### src/rtl/mux_arb_pkg.sv
// Shared types and default sizing for the two-source round-robin output mux.
package mux_arb_pkg;

    // Output register occupancy: EMPTY presents nothing, FULL presents out_data.
    typedef enum logic {
        EMPTY = 1'b0,
        FULL  = 1'b1
    } state_t;

    localparam int unsigned DEF_WIDTH = 4;
    localparam int unsigned DEF_CNT_W = 8;

endpackage

### src/rtl/rr_pick2.sv
// Two-way round-robin grant: a lone requester always wins; on contention the
// requester named by prio wins. Purely combinational, one-hot (or zero) grant.
module rr_pick2 (
    input  logic [1:0] req,
    input  logic       prio,
    output logic [1:0] gnt
);

    // Bit 0 is requester A, bit 1 is requester B; prio=1 favours B.
    always_comb begin
        gnt    = 2'b00;
        gnt[0] = req[0] & (~req[1] | ~prio);
        gnt[1] = req[1] & (~req[0] |  prio);
    end

endmodule

### src/rtl/mux_rr_arbiter.sv
// Arbitrates two valid/ready sources into one registered output slot, with
// per-source saturating transfer counters.
module mux_rr_arbiter
    import mux_arb_pkg::*;
#(
    parameter int unsigned WIDTH = DEF_WIDTH,
    parameter int unsigned CNT_W = DEF_CNT_W
) (
    input  logic             clk,
    input  logic             rst,
    input  logic             a_valid,
    input  logic [WIDTH-1:0] a_data,
    output logic             a_ready,
    input  logic             b_valid,
    input  logic [WIDTH-1:0] b_data,
    output logic             b_ready,
    output logic             out_valid,
    output logic [WIDTH-1:0] out_data,
    input  logic             out_ready,
    output logic             out_sel,
    output logic [CNT_W-1:0] a_cnt,
    output logic [CNT_W-1:0] b_cnt
);

    state_t     state;
    logic       prio;
    logic       load;
    logic [1:0] gnt;
    logic       xfer_a;
    logic       xfer_b;
    logic       xfer;

    rr_pick2 u_pick (
        .req  ({b_valid, a_valid}),
        .prio (prio),
        .gnt  (gnt)
    );

    // The slot can take a word when empty, or when its current word leaves this cycle.
    always_comb begin
        out_valid = (state == FULL);
        load      = (state == EMPTY) || (out_valid && out_ready);
        // Readies are masked during reset so no transfer is counted or lost.
        a_ready   = load && gnt[0] && !rst;
        b_ready   = load && gnt[1] && !rst;
        xfer_a    = a_valid && a_ready;
        xfer_b    = b_valid && b_ready;
        xfer      = xfer_a || xfer_b;
    end

    // Output slot FSM, data/source capture and round-robin pointer update.
    always_ff @(posedge clk) begin
        if (rst) begin
            state    <= EMPTY;
            out_data <= '0;
            out_sel  <= 1'b0;
            prio     <= 1'b0;
        end else if (xfer) begin
            state    <= FULL;
            out_data <= xfer_b ? b_data : a_data;
            out_sel  <= xfer_b;
            // Favour whichever side was not just served.
            prio     <= xfer_a;
        end else if (out_valid && out_ready) begin
            state    <= EMPTY;
        end
    end

    // Per-source transfer counters that stick at all-ones instead of wrapping.
    always_ff @(posedge clk) begin
        if (rst) begin
            a_cnt <= '0;
            b_cnt <= '0;
        end else begin
            if (xfer_a && (a_cnt != '1)) a_cnt <= a_cnt + 1'b1;
            if (xfer_b && (b_cnt != '1)) b_cnt <= b_cnt + 1'b1;
        end
    end

endmodule
### config.mk
export PLATFORM = sky130hd
export DESIGN_NAME = mux_rr_arbiter
export DESIGN_NICKNAME = d
export VERILOG_FILES = /design/src/rtl/mux_arb_pkg.sv /design/src/rtl/rr_pick2.sv /design/src/rtl/mux_rr_arbiter.sv
export SDC_FILE = /design/constraint.sdc
export NUM_CORES = 1
export LEC_CHECK = 0
export BUFFER_PORTS_ARGS = -buffer_cell sky130_fd_sc_hd__buf_2
export CORE_UTILIZATION = 45
export CTS_BUF_LIST = sky130_fd_sc_hd__clkbuf_8 sky130_fd_sc_hd__clkbuf_16
export DETAILED_ROUTE_END_ITERATION = 12
export GPL_ROUTABILITY_DRIVEN = 0
export PLACE_DENSITY_LB_ADDON = 0.25
export SLEW_MARGIN = 5
export SYNTH_ARGS = -nofsm -noshare
export SYNTH_HDL_FRONTEND = slang
export SYNTH_SLANG_ARGS = --single-unit
export TNS_END_PERCENT = 1
### constraint.sdc
create_clock -name clk -period 3.9 [get_ports clk]
set_input_delay 0.78 -clock clk [delete_from_list [all_inputs] [get_ports clk]]
set_output_delay 0.78 -clock clk [all_outputs]
set_load 0.02 [all_outputs]
After elaboration in Yosys (flattened, before gate mapping)
Index checks and enable logic that the tools add are counted.

storage, ports and cells
  bits of input ports = 13
  word-level logic and storage cells = 34
  register bits after elaboration = 23

operators by class
  reduce and logical (&&, ||, !) cells = 13
  multiplexer cells = 3
  add/subtract/negate cells = 2
  equal/unequal tests = 2
  bitwise operators = 8

operator list
  kind                                                           count
  8-bit by 1-bit adder with 8-bit output, second input constant  2
  8-bit != test, second input constant                           2
  1-bit logical AND                                              9
  4-bit two-way mux                                              1
  1-bit NOT                                                      4
  1-bit bitwise AND                                              2
  1-bit logical OR                                               2
  1-bit two-way mux                                              2
  1-bit OR                                                       2
  2-bit nonzero test                                             1
  1-bit logical NOT                                              1

Longest topological paths before layout
Gate-level depths: netlist of run 1.

  word-level depth = 8
  gate-level depth with buffers = 6
  depth with buffers taken out = 5

Hierarchy
Synthesis of run 1 repeated with hierarchy kept, for this count alone.

second synthesis, totals
  cell total of the unflattened synthesis = 127
  area, all modules = 1162.4 um^2

modules (own cells, without submodules)
  module          area each (um^2)  cells each  instances
  mux_rr_arbiter  1143.6            124         1
  rr_pick2        18.8              3           1

Least setup slack after synthesis of run 1
OpenSTA, ideal clock, no wires.

  path type = input port to output port
  from = in a_valid
  to = out a_ready
  stages on the path = 4
  slack = 1.510 ns
  path buffers = 1
  data arrival time = 1.610 ns
  cells stage by stage = a21bo_1 or3_1 buf_2 clkinv_1

on the way
  longest elaborated chain between the ends = 3

ends and longest elaborated chain
  element                         line                  RTL
  start, declared                 mux_rr_arbiter.sv:11  input logic a_valid,
  1-bit bitwise AND               rr_pick2.sv:12        gnt[0] = req[0] & (~req[1] | ~prio);
  1-bit logical AND (2 in a row)  mux_rr_arbiter.sv:44  a_ready = load && gnt[0] && !rst;
  end, declared                   mux_rr_arbiter.sv:13  output logic a_ready,

No other way between the ends.

Worst setup path after layout of run 1
  from = in rst
  to = out b_ready

on the way
  longest elaborated chain between the ends = 2

ends and longest elaborated chain
  element            line                  RTL
  start, declared    mux_rr_arbiter.sv:10  input logic rst,
  1-bit logical NOT  mux_rr_arbiter.sv:45  b_ready = load && gnt[1] && !rst;
  1-bit logical AND  mux_rr_arbiter.sv:45
  end, declared      mux_rr_arbiter.sv:16  output logic b_ready,

No other way between the ends.

==> run_summary.xml, run 1 <==
<?xml version="1.0" encoding="UTF-8"?>
<metrics>
  <group name="place">
    <metric name="io_buffer_count" unit="">36</metric>
    <metric name="cell_count_after_placement" unit="">193</metric>
    <metric name="detailedPlacementHpwl" unit="µm">1910</metric>
    <metric name="post_place_setup_slack" unit="ns">0.949</metric>
  </group>
  <group name="detailed_routing">
    <metric name="detail_route.iter0.violations" unit="">21</metric>
    <metric name="detailed_router_iteration_count_before_antenna_repair" unit="">4</metric>
    <metric name="vias" unit="">1148</metric>
    <metric name="detail_route.vias_per_cell" unit="">5.83</metric>
    <metric name="post_drt_wl_per_cell" unit="µm">13.6</metric>
    <metric name="postRouteWirelength" unit="µm">2680</metric>
    <metric name="ant_nets" unit="">0</metric>
    <metric name="drc_markers" unit="">0</metric>
  </group>
  <group name="grt">
    <metric name="globalRouteMet3Util" unit="%">2.92</metric>
    <metric name="grt_busiest_layer" unit="">met2</metric>
    <metric name="antenna_found_initial" unit="">0</metric>
    <metric name="globalRouteMet2Util" unit="%">37.0</metric>
    <metric name="total_global_route_track_usage" unit="%">21.6</metric>
    <metric name="grtUsageMet1" unit="%">27.8</metric>
    <metric name="maximum_number_of_pins_on_one_net_before_global_route_repair" unit="">23</metric>
    <metric name="global_route_wire_length_before_repair" unit="µm">4400</metric>
    <metric name="grt_pass1_vias" unit="">1013</metric>
    <metric name="grt.overflow.total" unit="">0</metric>
  </group>
  <group name="finish">
    <metric name="finish.cell_count_without_fillers" unit="">197</metric>
    <metric name="area_delta_synth_final" unit="%">22.3</metric>
    <metric name="nNetsFinal" unit="">185</metric>
    <metric name="antenna_cells_inserted" unit="">0</metric>
    <metric name="layout_commonest_cell" unit="">buf_2</metric>
    <metric name="drive_above_1_share" unit="%">27.2</metric>
    <metric name="layout_common_cells" unit="">36 x buf_2, 23 x dfxtp_1, 12 x a21oi_1, 12 x nand2_1, 10 x nor2_1</metric>
  </group>
  <group name="worst_setup_path">
    <metric name="start_kind" unit="">input port</metric>
    <metric name="timing.critical_path.arrival" unit="ns">2.18</metric>
    <metric name="critical_path.slowest_cell" unit="">clkinv_1</metric>
    <metric name="critical_path_class" unit="">input port to primary output</metric>
    <metric name="critical_path.most_common_cell" unit="">buf_2</metric>
    <metric name="worst-endpoint-required" unit="ns">3.12</metric>
    <metric name="slowest_delay" unit="ns">0.34</metric>
    <metric name="critPathTopFamily" unit="">buffers and inverters</metric>
    <metric name="maximum_fanout_along_the_worst_path" unit="">22</metric>
    <metric name="endpoint_kind" unit="">primary output</metric>
    <metric name="crit_buf_inv" unit="">5</metric>
    <metric name="timing.critical_path.cells" unit="">buf_2 -&gt; clkinv_1 -&gt; nand4_1 -&gt; buf_4 -&gt; inv_1 -&gt; buf_2</metric>
  </group>
  <group name="die">
    <metric name="die_x" unit="µm">51.7</metric>
    <metric name="ioPinCount" unit="">37</metric>
    <metric name="coreArea" unit="µm²">2280</metric>
    <metric name="initial_utilization" unit="%">48.9</metric>
    <metric name="design.die.area" unit="µm²">2670</metric>
    <metric name="rows" unit="">17</metric>
    <metric name="fp.dieH" unit="µm">51.7</metric>
  </group>
  <group name="sta">
    <metric name="final_max_slew_viol_count" unit="">0</metric>
    <metric name="tightest_slew" unit="ns">0.561</metric>
    <metric name="finalSetupViolations" unit="">0</metric>
    <metric name="grt_setup_unrepaired" unit="">false</metric>
    <metric name="finalCritPeriodShare" unit="%">75.9</metric>
    <metric name="fmax" unit="GHz">0.338</metric>
    <metric name="timing.final.hold_violations" unit="">0</metric>
    <metric name="hold-worst-slack" unit="ns">0.489</metric>
    <metric name="worst_clock_skew" unit="ns">0.00948</metric>
    <metric name="setup_tns" unit="ns">0</metric>
    <metric name="slew-limit-headroom" unit="%">62.3</metric>
    <metric name="period_minus_slack" unit="ns">2.96</metric>
    <metric name="final_critical_path_setup_slack" unit="ns">0.939</metric>
  </group>
  <group name="clocking">
    <metric name="cts.repair.resized" unit="">0</metric>
    <metric name="post_cts.repair.setup_buffers" unit="">0</metric>
    <metric name="cts_max_path_buffers" unit="">2</metric>
    <metric name="ctsHoldBuffers" unit="">0</metric>
    <metric name="tritoncts.num_buffers" unit="">3</metric>
    <metric name="clkSinkCount" unit="">23</metric>
    <metric name="cts_htree_levels" unit="">1</metric>
    <metric name="insertion_delay" unit="ns">0.26</metric>
    <metric name="clock_pin_slew_reported_for_the_worst_setup_and_hold_paths_after_clock_tree_synthesis" unit="ns">0.09</metric>
    <metric name="cts.root.buffer_cell" unit="">clkbuf_8</metric>
    <metric name="clock_tree_from_tritoncts" unit="">built</metric>
  </group>
  <group name="logic_synthesis">
    <metric name="synthesis.area" unit="µm²">1110</metric>
    <metric name="dominantRegCellSynth" unit="">dfxtp_1</metric>
    <metric name="fraction_of_registers_with_async_set_reset" unit="%">0</metric>
    <metric name="synth.ff_latch_count" unit="">23</metric>
    <metric name="syn-mean-instance-area" unit="µm²">8.36</metric>
    <metric name="post_synth_num_cell_types" unit="">37</metric>
    <metric name="number_of_flops_mapped_to_enable_cells_by_yosys" unit="">0</metric>
    <metric name="synthesis.yosys.warnings" unit="">0</metric>
    <metric name="synth-seq-area-share" unit="%">41.4</metric>
    <metric name="syn_nets" unit="">148</metric>
    <metric name="post_synth_inst_count" unit="">133</metric>
  </group>
  <group name="hold_path">
    <metric name="worstHoldPathType" unit="">register to register</metric>
  </group>
  <group name="power">
    <metric name="netSwitchingFraction" unit="%">25.6</metric>
    <metric name="total_power" unit="µW">449</metric>
    <metric name="p_int" unit="µW">334</metric>
    <metric name="power.static_leakage" unit="nW">0.577</metric>
    <metric name="power_per_standard_cell_area" unit="nW/µm²">330</metric>
    <metric name="p_comb_share" unit="%">11.9</metric>
    <metric name="vdd.ir_drop.worst" unit="V">0.000219</metric>
    <metric name="power.share.clock" unit="%">32.7</metric>
    <metric name="p_sw" unit="µW">115</metric>
    <metric name="seqPwrFrac" unit="%">55.3</metric>
  </group>
  <group name="flow_run">
    <metric name="maxCapViolCount" unit="">0</metric>
  </group>
  <group name="status">
    <metric name="outcome" unit="">complete, no violations</metric>
  </group>
</metrics>
[kinds of logic after synthesis]
| kind of cell | Yosys count | share of synthesized area [%] |
|---|---|---|
| and+or+nand+nor | 54 | 25.8 |
| buffers and inverters | 13 | 4.61 |
| DFF | 23 | 41.4 |
| AOI/OAI and AO/OA | 40 | 25.1 |
| adders and majority gates | 2 | 2.25 |
| muxes | 1 | 0.900 |
[cell type report]
type,instances,area (µm²)
Tap cell,28,35.0
Clock buffer,3,41.3
Inverter,8,30.0
Multi-Input combinational cell,97,601
Clock inverter,1,5.00
Sequential cell,23,460
Fill cell,220,916
Timing Repair Buffer,37,188
[final timing paths]
kind	startpoint	endpoint	slack, ns	cells past startpoint
worst min register to register	out_data[3]$_SDFFE_PP0P_	out_data[3]$_SDFFE_PP0P_	0.49	2
worst max register to register	a_cnt[0]$_SDFFE_PP0P_	a_cnt[6]$_SDFFE_PP0P_	2.21	5
worst min-delay path	out_data[3]$_SDFFE_PP0P_	out_data[3]$_SDFFE_PP0P_	0.49	2
worst max-delay path	rst	b_ready	0.94	6
[sequential cells by signal (all words and copies together) (netlist names)]
register,cells
a_cnt,8
b_cnt,8
out_data,4
out_sel,1
out_valid,1
prio,1
[worst reg2reg max path: cells and delay by family (launching register included)]
family                   cells  cell delay (ns)
AND/OR/NAND/NOR              4             0.89
flip-flops                   1             0.40
adder cells (fa/ha/maj)      1             0.28
[synth_stat cells (3+ instances only)]
library cell / instances / area (µm²)
a311oi_1: 4 / 35.0
nand3_1: 6 / 30.0
nand4_1: 7 / 43.8
nor2_1: 10 / 37.5
o21ai_0: 9 / 45.0
o311a_1: 3 / 30.0
inv_1: 6 / 22.5
or3_1: 3 / 18.8
dfxtp_1: 23 / 460
nand2_1: 12 / 45.0
a21oi_1: 12 / 60.1
a31o_2: 3 / 26.3
nor3_1: 3 / 15.0
clkbuf_1: 3 / 11.3
[through the flow]
stage | instance area [µm²] | util [%]
floorplan | 1110 | -
global placement | 1310 | 57.7
detailed placement | 1310 | 57.7
CTS | 1360 | 59.8
global route | 1360 | 59.8
finish | 1360 | 59.8
[per-layer routing]
metal	up-vias	share of wire, %	wire, µm
li1	573	-	-
met1	537	48	1280
met2	36	47	1270
met3	2	4.3	116
met4	0	0.60	16
met5	-	0	0
[power by group through the flow]
stage,combinational (mW),sequential (mW),clock (mW)
6_report,0.0536,0.249,0.147
5_1_grt,0.0586,0.250,0.162
4_1_cts,0.0539,0.248,0.151
3_5_place_dp,0.0536,0.254,0
3_3_place_gp,0.0524,0.253,0
2_1_floorplan,0.0258,0.262,0
Power figures use the tool's default switching activity.
==> inputs of run 2 (changes only) <==
--- a/config.mk
+++ b/config.mk
@@ -5,6 +5,7 @@
 export SDC_FILE = /design/constraint.sdc
 export NUM_CORES = 1
 export LEC_CHECK = 0
+export ABC_AREA = 1
 export BUFFER_PORTS_ARGS = -buffer_cell sky130_fd_sc_hd__buf_2
 export CORE_UTILIZATION = 45
 export CTS_BUF_LIST = sky130_fd_sc_hd__clkbuf_8 sky130_fd_sc_hd__clkbuf_16
==> constraint.sdc (replaced) <==
create_clock -name clk -period 2.65 [get_ports clk]
set_input_delay 0.53 -clock clk [delete_from_list [all_inputs] [get_ports clk]]
set_output_delay 0.53 -clock clk [all_outputs]
set_load 0.02 [all_outputs]
==> run 2 against run 1 <==
Worst hold slack got worse by 0.020 ns; cell count rose by 30%; sequential cell count did not move; non-clock buffer count did not move; sequential power rose by 48%; sequential share of layout area fell by 5.1 points; worst setup slack got worse by 0.036 ns; global-route usage fell by 3.9 points; critical endpoint is now a_ready; largest power group unchanged; highest routed layer unchanged.
==> run_summary.xml, run 2 <==
<?xml version="1.0" encoding="UTF-8"?>
<metrics>
  <group name="status">
    <metric name="outcome" unit="">complete, no violations</metric>
  </group>
  <group name="logic_synthesis">
    <metric name="fraction_of_registers_with_async_set_reset" unit="%">0</metric>
    <metric name="dominantRegCellSynth" unit="">dfxtp_1</metric>
    <metric name="post_synth_num_cell_types" unit="">27</metric>
    <metric name="post_synth_inst_count" unit="">186</metric>
    <metric name="number_of_flops_mapped_to_enable_cells_by_yosys" unit="">0</metric>
    <metric name="synth-seq-area-share" unit="%">34.3</metric>
    <metric name="synthMostInstantiatedCell" unit="">nand2_1</metric>
    <metric name="post_synth_main_area_contributors" unit="">dfxtp_1 34%, nand2_1 15%, inv_1 6.2%</metric>
    <metric name="synthesis.yosys.warnings" unit="">0</metric>
    <metric name="synthesis.area" unit="µm²">1340</metric>
    <metric name="netlist_top_cells_count" unit="">53 x nand2_1, 23 x dfxtp_1, 22 x inv_1, 17 x nor2_1, 15 x nand3_1</metric>
    <metric name="synth.ff_latch_count" unit="">23</metric>
    <metric name="netlist.area_leader.share" unit="%">34.3</metric>
    <metric name="synth_largest_area_cell" unit="">dfxtp_1</metric>
    <metric name="syn-mean-instance-area" unit="µm²">7.22</metric>
    <metric name="syn_nets" unit="">201</metric>
  </group>
  <group name="worst_setup_path">
    <metric name="timing.critical_path.cells" unit="">buf_2 -&gt; nand2_1 -&gt; nand2_2 -&gt; nor2_8 -&gt; buf_2</metric>
    <metric name="crit_buf_inv" unit="">2</metric>
    <metric name="start_kind" unit="">input port</metric>
    <metric name="worst-endpoint-required" unit="ns">2.12</metric>
    <metric name="critPathTopFamily" unit="">simple AND/OR/NAND/NOR gates</metric>
    <metric name="slowest_delay" unit="ns">0.18</metric>
    <metric name="critical_path.slowest_cell" unit="">nor2_8</metric>
    <metric name="critical_path_class" unit="">input port to primary output</metric>
    <metric name="regToRegStartpoint" unit="">a_cnt[0]$_SDFFE_PP0P_</metric>
    <metric name="maximum_fanout_along_the_worst_path" unit="">7</metric>
    <metric name="endpoint_kind" unit="">primary output</metric>
    <metric name="critPathLaunch" unit="">b_valid</metric>
    <metric name="critical_path.most_common_cell" unit="">buf_2</metric>
    <metric name="timing.critical_path.arrival" unit="ns">1.22</metric>
  </group>
  <group name="grt">
    <metric name="total_global_route_track_usage" unit="%">17.7</metric>
    <metric name="global_route_wire_length_before_repair" unit="µm">4570</metric>
    <metric name="grt.overflow.total" unit="">0</metric>
    <metric name="maximum_number_of_pins_on_one_net_before_global_route_repair" unit="">18</metric>
    <metric name="grtUsageMet1" unit="%">22.3</metric>
    <metric name="grt_pass1_vias" unit="">1141</metric>
    <metric name="grt_busiest_layer" unit="">met2</metric>
    <metric name="antenna_found_initial" unit="">0</metric>
    <metric name="globalRouteMet2Util" unit="%">30.9</metric>
    <metric name="globalRouteMet3Util" unit="%">2.76</metric>
  </group>
  <group name="detailed_routing">
    <metric name="vias" unit="">1210</metric>
    <metric name="detail_route.vias_per_cell" unit="">4.73</metric>
    <metric name="post_drt_wl_per_cell" unit="µm">10.0</metric>
    <metric name="drc_markers" unit="">0</metric>
    <metric name="detail_route.iter0.violations" unit="">13</metric>
    <metric name="postRouteWirelength" unit="µm">2570</metric>
    <metric name="ant_nets" unit="">0</metric>
    <metric name="detailed_router_iteration_count_before_antenna_repair" unit="">4</metric>
  </group>
  <group name="die">
    <metric name="die_x" unit="µm">56.6</metric>
    <metric name="initial_utilization" unit="%">48.3</metric>
    <metric name="coreArea" unit="µm²">2780</metric>
    <metric name="ioPinCount" unit="">37</metric>
    <metric name="fp.dieH" unit="µm">56.6</metric>
    <metric name="rows" unit="">19</metric>
    <metric name="design.die.area" unit="µm²">3210</metric>
  </group>
  <group name="sta">
    <metric name="period_minus_slack" unit="ns">1.75</metric>
    <metric name="slew-limit-headroom" unit="%">84.0</metric>
    <metric name="finalCritPeriodShare" unit="%">65.9</metric>
    <metric name="setup_tns" unit="ns">0</metric>
    <metric name="worst_clock_skew" unit="ns">0.00381</metric>
    <metric name="fmax" unit="GHz">0.573</metric>
    <metric name="finalSetupViolations" unit="">0</metric>
    <metric name="final_max_slew_viol_count" unit="">0</metric>
    <metric name="grt_setup_unrepaired" unit="">false</metric>
    <metric name="tightest_slew" unit="ns">0.238</metric>
    <metric name="timing.final.hold_violations" unit="">0</metric>
  </group>
  <group name="clocking">
    <metric name="cts.repair.resized" unit="">0</metric>
    <metric name="insertion_delay" unit="ns">0.26</metric>
    <metric name="cts.root.buffer_cell" unit="">clkbuf_8</metric>
    <metric name="clkSinkCount" unit="">23</metric>
    <metric name="tritoncts.num_buffers" unit="">3</metric>
    <metric name="cts_max_path_buffers" unit="">2</metric>
    <metric name="cts_htree_levels" unit="">1</metric>
    <metric name="clock_tree_from_tritoncts" unit="">built</metric>
    <metric name="post_cts.repair.setup_buffers" unit="">0</metric>
    <metric name="ctsHoldBuffers" unit="">0</metric>
    <metric name="clock_pin_slew_reported_for_the_worst_setup_and_hold_paths_after_clock_tree_synthesis" unit="ns">0.08</metric>
  </group>
  <group name="finish">
    <metric name="drive_above_1_share" unit="%">29.3</metric>
    <metric name="nNetsFinal" unit="">241</metric>
    <metric name="layout_commonest_cell" unit="">nand2_1</metric>
    <metric name="antenna_cells_inserted" unit="">0</metric>
    <metric name="area_delta_synth_final" unit="%">19.2</metric>
    <metric name="largestRegisters" unit="">a_cnt x8, b_cnt x8, out_data x4</metric>
    <metric name="fill_cells" unit="">280</metric>
    <metric name="layout_common_cells" unit="">53 x nand2_1, 36 x buf_2, 23 x dfxtp_1, 22 x inv_1, 17 x nor2_1</metric>
  </group>
  <group name="place">
    <metric name="detailedPlacementHpwl" unit="µm">2010</metric>
    <metric name="io_buffer_count" unit="">36</metric>
  </group>
  <group name="hold_path">
    <metric name="worstHoldPathType" unit="">register to register</metric>
    <metric name="hold_path.startpoint" unit="">out_data[1]$_SDFFE_PP0P_</metric>
  </group>
  <group name="power">
    <metric name="power.static_leakage" unit="nW">0.778</metric>
    <metric name="power_per_standard_cell_area" unit="nW/µm²">442</metric>
    <metric name="total_power" unit="µW">708</metric>
    <metric name="vdd.ir_drop.worst" unit="V">0.000288</metric>
  </group>
  <group name="flow_run">
    <metric name="maxCapViolCount" unit="">0</metric>
  </group>
</metrics>
==> run 2: final timing paths <==
| path | slack [ns] | to | cells past startpoint |
|---|---|---|---|
| worst max register to register | 1.27 | a_cnt[1]$_SDFFE_PP0P_ | 8 |
| worst min register to register | 0.47 | out_data[1]$_SDFFE_PP0P_ | 2 |
| worst min-delay path | 0.47 | out_data[1]$_SDFFE_PP0P_ | 2 |
| worst max-delay path | 0.90 | a_ready | 5 |
==> run 2: through the flow <==
step / instance area, µm² / setup slack [ns] / util, % / cells / hold WS [ns]
final: 1600 / 0.904 / 57.5 / 256 / 0.469
after global routing: 1600 / 0.837 / 57.5 / 256 / 0.492
after CTS: 1600 / 0.896 / 57.5 / 256 / 0.470
after detailed placement: 1550 / 0.900 / 55.9 / 252 / 0.457
after global placement: 1550 / 0.908 / 55.9 / 252 / 0.456
after floorplan: 1340 / 1.15 / - / 186 / 0.483
==> run 2: area by class of cell <==
cell class / instances / area, µm² / share of cell area, %
clock inverters: 1 / 5.00 / 0.313
repair buffers: 37 / 188 / 11.7
flip-flops and latches: 23 / 460 / 28.8
clock buffers: 3 / 41.3 / 2.58
inverters: 26 / 118 / 7.35
well taps: 31 / 38.8 / 2.42
multi-input cells: 135 / 749 / 46.8
==> run 2: power by group <==
part           switching (mW)  internal (mW)
clock                   0.116          0.105
combinational          0.0778         0.0409
sequential             0.0105          0.358
==> run 2: routing by layer <==
layer / vias up / routed length, µm / share of wire [%]
li1: 661 / - / -
met1: 530 / 1250 / 48
met2: 17 / 1240 / 48
met3: 2 / 70 / 2.7
met4: 0 / 13 / 0.51
met5: - / 0 / 0
==> run 2: cells by family after synthesis <==
group	count (synthesis)	share of synthesized area (%)
buffers and inverters	28	9.88
xor gates and xnor gates	6	3.91
and+or+nand+nor	105	38.6
DFF	23	34.3
AOI/OAI and AO/OA	22	11.5
adders and majority gates	2	1.86
==> run 2: worst min-delay path: stages (launching register included) <==
cell and delay, ns:
dfxtp_1 0.32, nand2_1 0.06, a21oi_1 0.05
